## config.mk

```make
export PLATFORM = sky130hd
export DESIGN_NAME = seq_gen
export DESIGN_NICKNAME = d
export VERILOG_FILES = /design/src/rtl/seq_gen_pkg.sv /design/src/rtl/seq_gen_next.sv /design/src/rtl/seq_gen.sv
export SDC_FILE = /design/constraint.sdc
export NUM_CORES = 1
export LEC_CHECK = 0
export CAP_MARGIN = 20
export CORE_AREA = 8 8 59 61
export CTS_CLUSTER_SIZE = 14
export DETAILED_ROUTE_END_ITERATION = 8
export DIE_AREA = 0 0 67 69
export HOLD_SLACK_MARGIN = 0.02
export SYNTH_ARGS = -nofsm -noshare
export SYNTH_HDL_FRONTEND = slang
export SYNTH_SLANG_ARGS = --single-unit
```

## constraint.sdc

```tcl
create_clock -name clk_i -period 2.4 [get_ports clk_i]
set_input_delay 0.48 -clock clk_i [delete_from_list [all_inputs] [get_ports clk_i]]
set_output_delay 0.48 -clock clk_i [all_outputs]
set_load 0.05 [all_outputs]
```

## src/rtl/seq_gen_pkg.sv

```systemverilog
// Shared constants and helpers for the multi-mode sequence generator.
package seq_gen_pkg;

  localparam int unsigned MaxWidth = 16;

  localparam logic [1:0] MODE_JOHNSON = 2'd0;
  localparam logic [1:0] MODE_RING    = 2'd1;
  localparam logic [1:0] MODE_LFSR    = 2'd2;
  localparam logic [1:0] MODE_BINARY  = 2'd3;

  // Fibonacci tap masks for a right-shifting register: the new MSB is the XOR of q & mask.
  // Bit 0 is always tapped; bit (n-k) is tapped for each x^k term of the polynomial.
  function automatic logic [MaxWidth-1:0] lfsr_taps(input int unsigned width);
    logic [MaxWidth-1:0] taps;
    taps = '0;
    unique case (width)
      3:       taps = 16'b0000_0000_0000_0011; // x^3+x^2+1
      4:       taps = 16'b0000_0000_0000_0011; // x^4+x^3+1
      5:       taps = 16'b0000_0000_0000_0101; // x^5+x^3+1
      6:       taps = 16'b0000_0000_0000_0011; // x^6+x^5+1
      7:       taps = 16'b0000_0000_0000_0011; // x^7+x^6+1
      8:       taps = 16'b0000_0000_0001_1101; // x^8+x^6+x^5+x^4+1
      9:       taps = 16'b0000_0000_0001_0001; // x^9+x^5+1
      10:      taps = 16'b0000_0000_0000_1001; // x^10+x^7+1
      11:      taps = 16'b0000_0000_0000_0101; // x^11+x^9+1
      12:      taps = 16'b0000_1001_0100_0001; // x^12+x^6+x^4+x+1
      13:      taps = 16'b0001_0110_0000_0001; // x^13+x^4+x^3+x+1
      14:      taps = 16'b0010_1010_0000_0001; // x^14+x^5+x^3+x+1
      15:      taps = 16'b0000_0000_0000_0011; // x^15+x^14+1
      16:      taps = 16'b0001_0000_0000_1011; // x^16+x^15+x^13+x^4+1
      default: taps = '0;
    endcase
    return taps;
  endfunction

  // State the sequence returns to once per period.
  function automatic logic [MaxWidth-1:0] home_state(input logic [1:0] mode, input logic dir,
                                                     input int unsigned width);
    logic [31:0] ones;
    ones = (32'd1 << width) - 32'd1;
    unique case (mode)
      MODE_JOHNSON: return '0;
      MODE_RING:    return 16'd1;
      MODE_LFSR:    return 16'd1;
      default:      return dir ? ones[MaxWidth-1:0] : '0;
    endcase
  endfunction

endpackage

```

## src/rtl/seq_gen_next.sv

```systemverilog
// Combinational next-state and home-state compare for all four sequence modes.
module seq_gen_next
  import seq_gen_pkg::*;
#(
  parameter int unsigned WIDTH = 4
) (
  input  logic [WIDTH-1:0] q_i,
  input  logic [1:0]       mode_i,
  input  logic             dir_i,
  output logic [WIDTH-1:0] next_q_o,
  output logic             is_home_o
);

  localparam logic [WIDTH-1:0] Taps = WIDTH'(lfsr_taps(WIDTH));

  logic [WIDTH-1:0] home;
  assign home = WIDTH'(home_state(mode_i, dir_i, WIDTH));

  // Step function per mode; zero escape applies only to ring and LFSR.
  always_comb begin
    next_q_o = q_i;
    unique case (mode_i)
      MODE_JOHNSON: begin
        next_q_o = dir_i ? {q_i[WIDTH-2:0], ~q_i[WIDTH-1]} : {~q_i[0], q_i[WIDTH-1:1]};
      end
      MODE_RING: begin
        if (q_i == '0) next_q_o = WIDTH'(1);
        else next_q_o = dir_i ? {q_i[WIDTH-2:0], q_i[WIDTH-1]} : {q_i[0], q_i[WIDTH-1:1]};
      end
      MODE_LFSR: begin
        if (q_i == '0) next_q_o = WIDTH'(1);
        else next_q_o = {^(q_i & Taps), q_i[WIDTH-1:1]};
      end
      default: begin
        next_q_o = dir_i ? (q_i - WIDTH'(1)) : (q_i + WIDTH'(1));
      end
    endcase
  end

  assign is_home_o = (next_q_o == home);

endmodule

```

## src/rtl/seq_gen.sv

```systemverilog
// Multi-mode sequence generator: state register, rst/load/en priority and wrap strobe.
module seq_gen
  import seq_gen_pkg::*;
#(
  parameter int unsigned WIDTH = 4
) (
  input  logic             clk_i,
  input  logic             rst_i,
  input  logic             en_i,
  input  logic             load_i,
  input  logic [WIDTH-1:0] load_val_i,
  input  logic [1:0]       mode_i,
  input  logic             dir_i,
  output logic [WIDTH-1:0] q_o,
  output logic             wrap_o
);

  if (WIDTH < 3 || WIDTH > 16) begin : g_bad_width
    $error("seq_gen: WIDTH must be in 3..16");
  end

  logic [WIDTH-1:0] q_q, q_d, next_q;
  logic             wrap_q, wrap_d, is_home;

  seq_gen_next #(
    .WIDTH(WIDTH)
  ) u_next (
    .q_i      (q_q),
    .mode_i   (mode_i),
    .dir_i    (dir_i),
    .next_q_o (next_q),
    .is_home_o(is_home)
  );

  // Load beats step; wrap only follows a real step that lands on home.
  always_comb begin
    q_d    = q_q;
    wrap_d = 1'b0;
    if (load_i) begin
      q_d = load_val_i;
    end else if (en_i) begin
      q_d    = next_q;
      wrap_d = is_home;
    end
  end

  // State and strobe registers with synchronous reset.
  always_ff @(posedge clk_i) begin
    if (rst_i) begin
      q_q    <= '0;
      wrap_q <= 1'b0;
    end else begin
      q_q    <= q_d;
      wrap_q <= wrap_d;
    end
  end

  assign q_o    = q_q;
  assign wrap_o = wrap_q;

endmodule

```

==> results of run 1 <==
-- layout make-up --
class,count,area [um2]
multi-input cells,60,510
clock buffers,4,26.3
well taps,31,38.8
flip-flops and latches,5,104
inverters,8,30.0
fillers,282,1710
repair buffers,22,199
-- state kept, by name, summed over array words and instances, names as in the netlist --
register	count
wrap_o	1
q_o	4
-- worst max-delay path, cell delays in order --
cell           delay, ns
dlygate4sd2_1       0.27
inv_1               0.12
buf_4               0.12
ha_1                0.22
a21oi_1             0.09
a32o_2              0.25
or4_4               0.49
a2111oi_4           0.28
-- repair_timing --
action	CTS	global route
gates cloned	0	0
hold buffers	0	0
gates resized for setup	9	4
endpoints found under the setup margin	1	1
pin swaps	1	0
-- power by group --
part | total, mW | switching [mW] | leakage [nW] | internal [mW]
Combinational | 0.172 | 0.0898 | 0.308 | 0.0820
Clock | 0.0988 | 0.0358 | 0.0150 | 0.0629
Sequential | 0.102 | 0.0123 | 0.0422 | 0.0900
-- cell families (layout without fill, tap and decap cells) --
family,count (synthesis),after routing
AO/OA/AOI/OAI,23,23
AND/OR/NAND/NOR,22,22
buffers and inverters,12,34
adder cells (fa/ha/maj),8,8
flip-flops,5,5
multiplexers,4,4
XOR/XNOR,3,3
-- how the worst min path moves through the flow --
stage                                    from                  end  slack [ns]  cells after the start
after global routing      q_o[2]$_SDFFE_PP0P_  q_o[2]$_SDFFE_PP0P_        0.74                      3
after global placement    q_o[2]$_SDFFE_PP0P_  q_o[2]$_SDFFE_PP0P_        0.66                      3
final                     q_o[2]$_SDFFE_PP0P_  q_o[2]$_SDFFE_PP0P_        0.68                      3
after detailed placement  q_o[2]$_SDFFE_PP0P_  q_o[2]$_SDFFE_PP0P_        0.65                      3
after floorplan                         rst_i  q_o[2]$_SDFFE_PP0P_        0.54                      1
after CTS                 q_o[2]$_SDFFE_PP0P_  q_o[2]$_SDFFE_PP0P_        0.67                      3
-- cells in the final DEF (no fill, tap or decap), types with 2 or more instances in the layout --
cell	instances
nor2b_1	2
a211oi_2	2
ha_1	4
clkbuf_4	3
buf_4	7
nand2_1	5
nor2_1	5
clkdlybuf4s50_1	12
nand2b_1	3
inv_1	7
dfxtp_1	2
xor2_1	2
o21ai_0	3
dfxtp_2	3
ha_4	2
nand3_1	2
o21a_1	2
a21oi_1	6
mux2i_1	2
a211oi_1	2
nor3_1	2
-- per-layer routing --
| layer | vias up | track usage (%) | routed length (um) |
|---|---|---|---|
| met3 | 2 | 2.42 | 83 |
| met5 | - | 0 | 0 |
| met1 | 285 | 8.60 | 802 |
| met2 | 12 | 12.8 | 829 |
| met4 | 0 | 3.49 | 8 |
| li1 | 323 | - | - |
==> impl_metrics.toml, run 1 <==
[synth]
avgSynthCellArea_um2 = 7.91
synth_flop_cell = "dfxtp_1"
synth.cell_area_um2 = 609
yosysSeqAreaShare_pct = 16.4
synth.area.top_cells = "dfxtp_1, ha_1, a21oi_1"
synth_most_common_cell = "inv_1"
muxShareOfSynthArea_pct = 6.98
synth_adder_area_share_pct = 17.7
synth_top_family_by_area = "compound AO/OA/AOI/OAI gates"
synth_cells = 77
synthSimpleGateAreaFrac_pct = 18.7
synth_top_area_share_pct = 16.4
ys_top_cells_by_count = "inv_1, ha_1, a21oi_1"
synth_edf_count = 0
synth_fp_nets = 96
synth-seq-cells = 5
ys_types = 32
synth_compound_area_share_pct = 27.9
synth_top_cell_by_area = "dfxtp_1"
async_flop_share_pct = 0
synth_xor_area_share_pct = 4.31
yosys_warnings = 0

[die]
start_util_pct = 23.3
die_area_mm2 = 0.00462
placementRows = 19
die_width_um = 67
core-area_mm2 = 0.00262
ios = 16
fp.dieH_um = 69

[grt]
grt_pass1_wl_um = 2900
track_usage_pct = 7.71
grt_pass1_vias = 668
antenna_found_initial = 0
grt_remaining_overflow = 0
grt_max_degree = 11

[critical_path]
worstPathRequired_ns = 2.55
rr_endpoint = "wrap_o$_SDFF_PP0_"
setup.worst_path.end = "wrap_o$_SDFF_PP0_"
critPathLaunch = "mode_i[0]"
arrival_ns = 2.32
ff2ff_setup_slack_ns = 0.25
cp-end-kind = "register"
path_class = "in2reg"
path_max_fanout = 4
timing.rr.start = "q_o[0]$_SDFFE_PP0P_"
rr_worst_depth = 6
startpoint_type = "input pin"

[clock_network]
htreeDepth = 1
clock_sink_count = 5
clk_pin_slew_ns = 0.04
cts_tree = "done"
root_buffer = "clkbuf_4"
cts_buffers = 3
cts_buffer_depth = 2
cts_setup_buffers = 0
clk-insertion-delay-late_ns = 0.24

[placement]
placed_cells = 126
io_buffers = 15
dp_slack_ns = -0.373
hpwl_um = 1340
finalWeightedCongestion = 0.857
postPlaceCellArea_um2 = 836

[run]
cap_violations = 0

[routing]
drt_first_iter_violations = 15
post_drt_wl_per_cell_um = 13.3
routed_via_density = 4.78
drt-total-wl_um = 1720
dr.pass1.iters = 4
ant_nets = 0
drc = 0
vias = 622

[timing]
finalCritPeriodShare_pct = 90.6
fin_crit_ns = 2.17
rsz0062_at_grt = "no"
final-setup-viol-count = 0
fin_hold_ws_ns = 0.676
fin_skew_ns = 0.00227
tns_ns = 0
hold_violations = 0
fin_ws_ns = 0.226
slew-limit-headroom_pct = 66.1
slew_viol_final = 0
fmax_mhz = 460
worst_pin_slew_ns = 0.507

[power_and_ir_drop]
powerDensity_mw_per_mm2 = 410
leakagePower_nw = 0.365
vdd_drop_max_mv = 0.225
p_total_mw = 0.373

[min_path]
hold_class = "reg2reg"

[cells_and_area]
fin_nets = 119
design_area_um2 = 908
final_cells = 130
area_delta_synth_final_pct = 49.1
drive_above_1_share_pct = 26.3
final_core_utilization_pct = 34.7
antenna_cells = 0

[outcome]
status = "finished, final reports clean"
Power figures use the tool's default switching activity.
==> run 2, diff against run 1 <==
--- a/config.mk
+++ b/config.mk
@@ -10,6 +10,7 @@
 export CTS_CLUSTER_SIZE = 14
 export DETAILED_ROUTE_END_ITERATION = 8
 export DIE_AREA = 0 0 67 69
+export DONT_BUFFER_PORTS = 1
 export HOLD_SLACK_MARGIN = 0.02
 export SYNTH_ARGS = -nofsm -noshare
 export SYNTH_HDL_FRONTEND = slang
==> run 2 against run 1 <==
Combinational power shrank 28%. Non-clock buffer count shrank 17. Sequential cell count is the same. Register-to-register slack lost 0.02 ns. Core utilization shrank 8.1 points. Worst hold slack lost 0.38 ns. Final cell count shrank 13%. Via count shrank 8.0%. Highest routed layer unchanged. First-iteration DRC count shrank 40%. Global-route usage shrank 0.83 points.
==> impl_metrics.toml, run 2 (synthesized netlist as in run 1, its figures left out) <==
[cells_and_area]
final_common_cell = "inv_1"
fillers = 290
drive_above_1_share_pct = 20.7
area_delta_synth_final_pct = 14.4
final_cell_mix = "inv_1, ha_1, a21oi_1"
fin_nets = 102
antenna_cells = 0
largest_register_ffs = 4

[grt]
grt_use_met1_pct = 7.94
grt_remaining_overflow = 0
antenna_found_initial = 0
grtUsageMet3_pct = 3.07
grt_max_degree = 13
grt_pass1_vias = 581
track_usage_pct = 6.88
met2_usage_pct = 10.2
busiest_layer = "met2"
grt_pass1_wl_um = 2550

[timing]
fin_ws_ns = 0.233
fin_skew_ns = 0.000238
tns_ns = 0
finalCritPeriodShare_pct = 90.3
fmax_mhz = 461
fin_hold_ws_ns = 0.298
slew_viol_final = 0
hold_violations = 0
worst_pin_slew_ns = 0.482
slew-limit-headroom_pct = 67.8
final-setup-viol-count = 0
fin_crit_ns = 2.17
rsz0062_at_grt = "no"

[routing]
routed_via_density = 5.06
dr.pass1.iters = 4
vias = 572
drc = 0
drt_first_iter_violations = 9
drt-total-wl_um = 1480
post_drt_wl_per_cell_um = 13.1
ant_nets = 0

[critical_path]
ff2ff_setup_slack_ns = 0.23
arrival_ns = 2.31
path_max_fanout = 8
rr_endpoint = "wrap_o$_SDFF_PP0_"
worstPathRequired_ns = 2.54
timing.rr.start = "q_o[1]$_SDFFE_PP0P_"
rr_worst_depth = 7
cp-end-kind = "register"
startpoint_type = "register"
path_class = "reg2reg"

[clock_network]
clk-insertion-delay-late_ns = 0.24
cts_buffers = 3
postCtsHoldBufs = 0
cts_buffer_depth = 2
clock_sink_count = 5
cts_setup_buffers = 0
cts_tree = "done"
clk_pin_slew_ns = 0.04
root_buffer = "clkbuf_4"
cts_resized = 0
htreeDepth = 1

[placement]
io_buffers = 0
dp_slack_ns = 0.147
hpwl_um = 1220
finalWeightedCongestion = 0.913

[power_and_ir_drop]
p_total_mw = 0.319
leakagePower_nw = 0.292
vdd_drop_max_mv = 0.318
powerDensity_mw_per_mm2 = 458

[min_path]
min_path_cells = 1
whs_endpoint = "q_o[1]$_SDFFE_PP0P_"
hold_start = "rst_i"
hold_class = "in2reg"

[die]
die_width_um = 67
fp.dieH_um = 69
ios = 16
die_area_mm2 = 0.00462
core-area_mm2 = 0.00262
start_util_pct = 23.3
placementRows = 19

[outcome]
status = "finished, final reports clean"

[run]
cap_violations = 0
## run 2: changes by cell type in the layout (fill, tap and decap cells not counted), sizes merged
cell | before | now
dlygate4sd2 | 1 | 0
clkdlybuf4s50 | 12 | 0
clkbuf | 5 | 4
dlymetal6s2s | 1 | 0
buf | 7 | 5
## run 2: worst max path at each step
| stage | end | startpoint | slack (ns) | cells after the start |
|---|---|---|---|---|
| after floorplan | wrap_o$_SDFF_PP0_ | dir_i | 0.13 | 7 |
| after global placement | wrap_o$_SDFF_PP0_ | dir_i | 0.17 | 6 |
| after detailed placement | wrap_o$_SDFF_PP0_ | dir_i | 0.15 | 6 |
| after CTS | wrap_o$_SDFF_PP0_ | q_o[1]$_SDFFE_PP0P_ | 0.23 | 7 |
| after global routing | wrap_o$_SDFF_PP0_ | q_o[1]$_SDFFE_PP0P_ | 0.11 | 7 |
| final | wrap_o$_SDFF_PP0_ | q_o[1]$_SDFFE_PP0P_ | 0.23 | 7 |
## run 2: layout make-up
class / instances / area [um2] / share of cell area, %
inverter: 8 / 30.0 / 4.31
timing repair buffer: 5 / 37.5 / 5.39
clock buffer: 4 / 26.3 / 3.77
sequential: 5 / 104 / 14.9
tap: 31 / 38.8 / 5.57
multi-input combinational: 60 / 460 / 66.1
## run 2: per-stage QoR
step,cells,cell area (um2),util (%)
3_5_place_dp,109,671,25.6
4_1_cts,113,697,26.7
2_1_floorplan,77,613,-
5_1_grt,113,697,26.7
3_3_place_gp,109,671,25.6
6_report,113,697,26.7
## run 2: critical path, stage by stage, from the launching register on
cell,delay (ns)
dfxtp_2,0.41
inv_1,0.09
ha_1,0.19
nor3b_1,0.16
a211oi_1,0.26
a211oi_1,0.13
or4_4,0.53
a2111oi_2,0.30
## run 2: power by group
part | switching [mW] | internal, mW
sequential | 0.00922 | 0.0899
combinational | 0.0713 | 0.0514
clock | 0.0345 | 0.0629
## run 2: routing by layer
layer	wire, um	part of all wire, %
met2	643	44
met1	676	46
met5	0	0
met3	126	8.5
met4	29	2.0
==> variant, RTL diff (config.mk and constraints of run 2) <==
Put one more register stage on the output `q_o`, cleared by the reset. The value now appears one clock later. The other outputs are not delayed to match.
--- a/src/rtl/seq_gen.sv
+++ b/src/rtl/seq_gen.sv
@@ -55,7 +55,13 @@
     end
   end
 
-  assign q_o    = q_q;
+  always_ff @(posedge clk_i) begin
+    if (rst_i) begin
+      q_o <= '0;
+    end else begin
+      q_o <= q_q;
+    end
+  end
   assign wrap_o = wrap_q;
 
 endmodule
Check against the original RTL: not equivalent (a bounded check fails within 4 cycles, from zero or initial values and one cycle with rst_i high).
==> variant against run 2 <==
Fmax fell by 1.6%; synthesized area rose by 20%; total power is 25% higher; die area stayed put; largest cell class unchanged; wire length is 10% higher; sequential cell count is 4 higher; cell area up 13%; critical endpoint unchanged; worst setup slack worse by 0.035 ns; first-iteration DRC count is 44% higher; global-route usage rose by 0.58 points.
==> variant: results (changes against run 2) <==
stage	metric	value	unit	change
clock_tree	ctsResizeCount	0		unchanged
logic_synthesis	ys_seq_area_share	24.6	%	+8.2 points
clock_tree	cts_max_level	1		unchanged
global_route	grt_pass1_vias	617		+6.2%
drt	first_pass_iters	4		unchanged
logic_synthesis	yosys-top-cells-area	dfxtp_1 25%, ha_1 12%, a211oi_1 5.1%, inv_1 4.6%, mux2i_1 4.1%		
cells_and_area	antenna_cells	0		unchanged
outcome	status	completed		
drt	drtIter0Drc	13		+4
min_path	min_path_type	in -> reg		
critical_path	slowest_delay	0.41	ns	-0.12 ns
clock_tree	cts_buffers	3		unchanged
logic_synthesis	yosysWarnings	0		unchanged
global_route	antenna_found_initial	0		unchanged
critical_path	cp_top_family	compound AO/OA/AOI/OAI gates		
critical_path	worstPathArrival	2.35	ns	+0.04 ns
timing	clock-skew-final	0.00354	ns	+0.00331 ns
cells_and_area	final.fill_count	288		-0.69%
timing	slew_headroom	66.6	%	-1.2 points
cells_and_area	drive_gt1_share	11.5	%	-9.2 points
timing	finalHoldViolations	0		unchanged
logic_synthesis	async_reset_ff_share	0	%	unchanged
clock_tree	clockBufferDepth	2		unchanged
clock_tree	clk_latency	0.25	ns	
clock_tree	post_cts_buffers	0		unchanged
power_and_ir_drop	vdd_drop_max	0.439	mV	+38%
global_route	grtUsageTotal	7.47	%	+0.58 points
logic_synthesis	synthTopCellsByCount	9 x dfxtp_1, 9 x inv_1, 7 x ha_1, 7 x nor2_1		
critical_path	crit_slowest_cell	fa_1		
global_route	grt_pass1_wl	2790	microns	+9.4%
logic_synthesis	ys_types	35		+9.4%
cells_and_area	final_nets	107		+4.9%
critical_path	crit_fanout	4		-4
drt	wl	1620	microns	+10%
placement	place_area	763	sq um	+14%
clock_tree	clock-root-buffer	clkbuf_4		
logic_synthesis	synth.net_count	104		+8.3%
clock_tree	path_clk_slew	0.06	ns	+0.02 ns
placement	hpwl	1320	microns	+8.3%
drt	via_count	599		+4.7%
logic_synthesis	ys.flop_type	dfxtp_1		
placement	gp_congestion	0.857		-6.2%
power_and_ir_drop	total_leakage_power	0.320	nW	+9.8%
placement	io_buffers	0		unchanged
placement	place_ws	0.0958	ns	-0.0514 ns
global_route	grt_max_degree	13		unchanged
variant: cell count changes in the layout (fill, tap and decap cells not counted), moves of 2 or more:
| cell | delta |
|---|---|
| dfxtp_2 | -3 |
| dfxtp_1 | +7 |
| nand3b_1 | +2 |
| buf_4 | -2 |
| nor2_1 | +2 |
variant: area by class of cell:
class	count	area [sq um]	share of cell area (%)
multi-input cells	62	488	61.8
flip-flops and latches	9	180	22.8
well taps	31	38.8	4.91
inverters	9	33.8	4.28
clock buffers	4	26.3	3.33
repair buffers	3	22.5	2.85
variant: where the power goes:
part,switching [mW],internal (mW)
clock network,0.0488,0.0638
logic,0.0534,0.0528
registers,0.0214,0.159
variant: worst register-to-register path, cell delays in order, from the launching register on:
cell,delay [ns]
dfxtp_1,0.33
inv_1,0.10
fa_1,0.41
xor2_1,0.16
nor2_1,0.05
a311o_1,0.34
or3_1,0.38
a2111oi_2,0.32
variant: kinds of logic (layout without fill, tap and decap cells):
group	after synthesis	in the layout	synth area share (%)
xor gates and xnor gates	3	3	3.59
and+or+nand+nor	24	24	18.6
buffers and inverters	14	16	8.72
muxes	5	5	7.18
DFF	9	9	24.6
adders and majority gates	8	8	14.7
AOI/OAI and AO/OA	22	22	22.6
variant: final timing paths:
check | start | endpoint | slack (ns) | cells past startpoint
max | q_q[0] | wrap_o | 0.20 | 7
min | rst_i | q_o[0] | 0.29 | 1
max reg2reg | q_q[0] | wrap_o | 0.20 | 7
min reg2reg | q_q[1] | q_o[1] | 0.50 | 2
variant: routing by layer:
layer  track usage [%]  vias to the layer above  routed length (microns)
met1              8.25                      273                      657
li1                  -                      306                        -
met5                 0                        -                        0
met2              11.4                       20                      749
met3              5.82                        0                      217
met4             0.698                        0                        0
variant: per-stage QoR:
stage | hold WS, ns | cells | utilization, %
after floorplan | 0.532 | 85 | -
after global placement | 0.494 | 114 | 29.2
after detailed placement | 0.502 | 114 | 29.2
after CTS | 0.278 | 118 | 30.2
after global routing | 0.266 | 118 | 30.2
final | 0.289 | 118 | 30.2
